**src/rtl/inc_accumulator.sv**
```systemverilog
// Purpose: sums groups of COUNT accepted samples and tracks the group maximum.
// Latency: io_out_valid rises on the edge that accepts the COUNT-th sample.
// Backpressure: result held in HOLD until io_out_ready; no input accepted meanwhile.
module inc_accumulator #(
    parameter int DATA_W = 4,
    parameter int COUNT  = 4,
    parameter int SUM_W  = 8,
    localparam int CNT_W = $clog2(COUNT) + 1
) (
    input  logic              clock,
    input  logic              reset,
    input  logic              io_in_valid,
    output logic              io_in_ready,
    input  logic [DATA_W-1:0] io_in_bits,
    output logic              io_out_valid,
    input  logic              io_out_ready,
    output logic [SUM_W-1:0]  io_out_sum,
    output logic [DATA_W-1:0] io_out_max,
    output logic [CNT_W-1:0]  io_out_count
);

    typedef enum logic {
        ST_ACCUM = 1'b0,
        ST_HOLD  = 1'b1
    } state_t;

    state_t             state_q, state_d;
    logic [SUM_W-1:0]   sum_q,   sum_d;
    logic [DATA_W-1:0]  max_q,   max_d;
    logic [CNT_W-1:0]   cnt_q,   cnt_d;

    // Handshake outputs come from the state register only; reset also
    // blocks acceptance so nothing is taken in the reset cycle.
    always_comb begin
        io_in_ready  = (state_q == ST_ACCUM) && !reset;
        io_out_valid = (state_q == ST_HOLD);
        io_out_sum   = sum_q;
        io_out_max   = max_q;
        io_out_count = cnt_q;
    end

    // Next-state logic: accumulate in ACCUM, wait for the consumer in HOLD.
    always_comb begin
        state_d = state_q;
        sum_d   = sum_q;
        max_d   = max_q;
        cnt_d   = cnt_q;
        case (state_q)
            ST_ACCUM: begin
                if (io_in_valid) begin
                    sum_d = sum_q + SUM_W'(io_in_bits);
                    max_d = (io_in_bits > max_q) ? io_in_bits : max_q;
                    cnt_d = cnt_q + CNT_W'(1);
                    if (cnt_q == CNT_W'(COUNT - 1)) begin
                        state_d = ST_HOLD;
                    end
                end
            end
            ST_HOLD: begin
                // No bypass: the freed slot is only usable from the next cycle.
                if (io_out_ready) begin
                    sum_d   = '0;
                    max_d   = '0;
                    cnt_d   = '0;
                    state_d = ST_ACCUM;
                end
            end
            default: begin
                state_d = ST_ACCUM;
            end
        endcase
    end

    // State registers with synchronous reset discarding any partial or pending group.
    always_ff @(posedge clock) begin
        if (reset) begin
            state_q <= ST_ACCUM;
            sum_q   <= '0;
            max_q   <= '0;
            cnt_q   <= '0;
        end else begin
            state_q <= state_d;
            sum_q   <= sum_d;
            max_q   <= max_d;
            cnt_q   <= cnt_d;
        end
    end

endmodule

```
**config.mk**
```make
export PLATFORM = sky130hd
export DESIGN_NAME = inc_accumulator
export DESIGN_NICKNAME = d
export VERILOG_FILES = /design/src/rtl/inc_accumulator.sv
export SDC_FILE = /design/constraint.sdc
export NUM_CORES = 1
export LEC_CHECK = 0
export ABC_AREA = 1
export BUFFER_PORTS_ARGS = -buffer_cell sky130_fd_sc_hd__buf_2
export CORE_MARGIN = 3
export CORE_UTILIZATION = 40
export CTS_CLUSTER_DIAMETER = 120
export CTS_CLUSTER_SIZE = 30
export DETAILED_ROUTE_END_ITERATION = 8
export PLACE_DENSITY_LB_ADDON = 0.15
export SLEW_MARGIN = 20
export SYNTH_ARGS = -nofsm -noshare
export SYNTH_HDL_FRONTEND = slang
export SYNTH_SLANG_ARGS = --single-unit
```
**constraint.sdc**
```tcl
create_clock -name clock -period 1.7 [get_ports clock]
set_input_delay 0.34 -clock clock [delete_from_list [all_inputs] [get_ports clock]]
set_output_delay 0.34 -clock clock [all_outputs]
set_load 0.02 [all_outputs]
```
==> impl_results.md <==
* Status: finished clean
* RSZ-0062 raised after global routing: false
* Detail Placement HPWL at 1.74 mm
* Most frequent cells in the layout: nand2_1, buf_2, inv_1, dfxtp_1, a21oi_1
* Port-buffer cells at 24
* Clock root buffer: clkbuf_4
* P&R area growth vs syn at 17.9%
* Vias in the first global route at 825
* Hold Crit Class: in2reg
* Critical Path AT at 1.63 ns
* Worst hold margin at 0.390 ns
* Critical path peak fanout at 3
* Overall global routing resource usage at 14.4%
* GP Congestion at 0.747
* Hold Fails Final Rpt at 0
* Synth Warn # at 0
* Antenna Cells at 0
* Final setup viols at 0
* Syn Std Cell Area at 1010 sq um
* Via-per-instance ratio at 4.70
* Nets at 188
* Post-DRT Antenna Nets at 0
* Filler instances at 231
* Minimum clock period after layout at 1.44 ns
* Starting Density at 44.0%
* Core area at 2300 sq um
* H-tree depth at 1
* Category of the critical setup timing path: reg2reg
* Layout cell share with drive strength beyond 1 at 25.7%
* P per Cell Area at 1030 nW/um^2
* DR iter-0 viols at 15
* CTS tree: done
* Largest net degree at the start of global routing at 10
* Final Skew at 0.00684 ns
* Final instance area at 1190 sq um
* Die Width at 56.3 microns
* Worst-margin pin slew at 0.282 ns
* Sequential element share of the synthesized area at 31.7%
* Commonest non-fill, non-tap cell in the layout: nand2_1
* TritonCTS Buffers at 3
* DP Area at 1170 sq um
* Leak Pwr at 0.647 nW
* Distinct cells, synth at 23
* Setup repair bufs after CTS at 0
* Maximum VDD drop at 0.000627 V
* Remaining global-route overflow at 0
* Max clock buf depth at 2
* Post-synth net total at 158
* Vias post-DR at 916
* Total clock sinks at 16
* Post-Route Setup TNS at 0 ns
* Final worst-path cycle share at 84.7%
* Clk Latency, worst-skew pair at 0.28 ns
* Slew Limit Fails at 0
* Crit. End Element: flop
* Row count at 17
* Die footprint at 3170 sq um
* Mapped Avg Cell Area at 7.27 sq um
* Drt first pass iters at 4
* Post-route DRC violation count at 0
* CTS clk-pin slew, worst paths at 0.09 ns
* Synthesized flop and latch total at 16
* MaxCap Viol Count at 0
* DRT Wirelength at 2.14 mm
* Die Height at 56.3 microns
* Total I/O pin count at 25
* Startpoint types: flop
* Hold buffers post-CTS at 0
* Slew headroom at 81.2%
* Post-Synthesis Cells at 139
* Post_cts resized at 0
* Routed wire per std cell at 11.0 microns
* Initial antenna violation count at 0
* Max Clock Freq at 694 MHz
* Worst path required time at 1.89 ns
* Global-route wire length before repair at 3.66 mm
==> area by class of cell <==
class	count	area, sq um	share of cell area, %
Tap cell	28	35.0	2.94
Clock buffer	3	22.5	1.89
Multi-Input combinational cell	100	594	49.8
Inverter	22	85.1	7.14
Sequential cell	16	320	26.9
Timing Repair Buffer	26	135	11.3
==> state kept, by name, indices dropped and copies added, names as in the netlist <==
name          cells
io_out_count      3
io_out_valid      1
io_out_sum        8
io_out_max        4
==> cells by family (layout without fill, tap and decap cells) <==
family	after synthesis	count (layout)	share of synthesized area, %
simple gates	71	71	34.4
buf+inv	23	51	9.53
compound gates	18	18	10.0
flops	16	16	31.7
fa+ha+maj	11	11	14.4
==> report_power, final <==
group	leakage, nW	internal (mW)	switching (mW)	total (mW)
Sequential	0.131	0.441	0.0511	0.492
Clock	0.0138	0.0822	0.115	0.197
Combinational	0.501	0.193	0.343	0.535
Total	0.647	0.715	0.509	1.22
==> worst max-delay path, stage by stage, from the launching register on <==
cell and delay (ns):
dfxtp_1 0.33, ha_1 0.22, fa_1 0.42, nand3_1 0.09, nand2_1 0.09, nand4_1 0.08
nand2_1 0.05, inv_1 0.04, nor2_1 0.03
==> synthesized netlist by cell type <==
master	number	area, sq um
nand2_4	3	33.8
o22ai_1	1	6.26
nand4_1	1	6.26
a21oi_1	12	60.1
nor2_8	1	20.0
o21ai_0	2	10.0
nor2_1	9	33.8
nor2_4	1	11.3
nand2_1	42	158
inv_4	1	6.26
inv_2	2	7.51
ha_1	10	125
nand3b_1	1	7.51
buf_6	1	11.3
nand3_2	2	20.0
nor3_1	1	5.00
nand3_1	8	40.0
o21ai_2	2	17.5
a211oi_1	1	7.51
inv_1	19	71.3
nand2_2	2	12.5
dfxtp_1	16	320
fa_1	1	20.0
==> final timing paths <==
kind / start / to / slack, ns / cells past startpoint
min reg2reg: io_out_sum[0]$_SDFFE_PP0P_ / io_out_sum[0]$_SDFFE_PP0P_ / 0.48 / 2
min: io_in_valid / io_out_valid$_SDFF_PP0_ / 0.39 / 3
max reg2reg: io_out_sum[0]$_SDFFE_PP0P_ / io_out_sum[6]$_SDFFE_PP0P_ / 0.26 / 8
max: io_out_sum[0]$_SDFFE_PP0P_ / io_out_sum[6]$_SDFFE_PP0P_ / 0.26 / 8
==> layer usage <==
metal	part of all wire, %	routed length, microns	vias up	track usage [%]
met5	0	0	-	0
met3	4.7	100	2	4.14
li1	-	-	503	-
met1	50	1070	393	19.2
met2	45	957	18	23.0
met4	0.56	12	0	3.05
==> metrics by stage <==
step | util [%] | power (mW) | setup WS [ns] | instances
finish | 51.9 | 1.22 | 0.259 | 195
global route | 51.9 | 1.34 | 0.0997 | 195
CTS | 51.9 | 1.24 | 0.243 | 195
detailed placement | 50.9 | 1.04 | 0.0967 | 192
global placement | 50.9 | 1.02 | 0.109 | 192
floorplan | - | 0.885 | 0.255 | 139
Power figures use the tool's default switching activity.
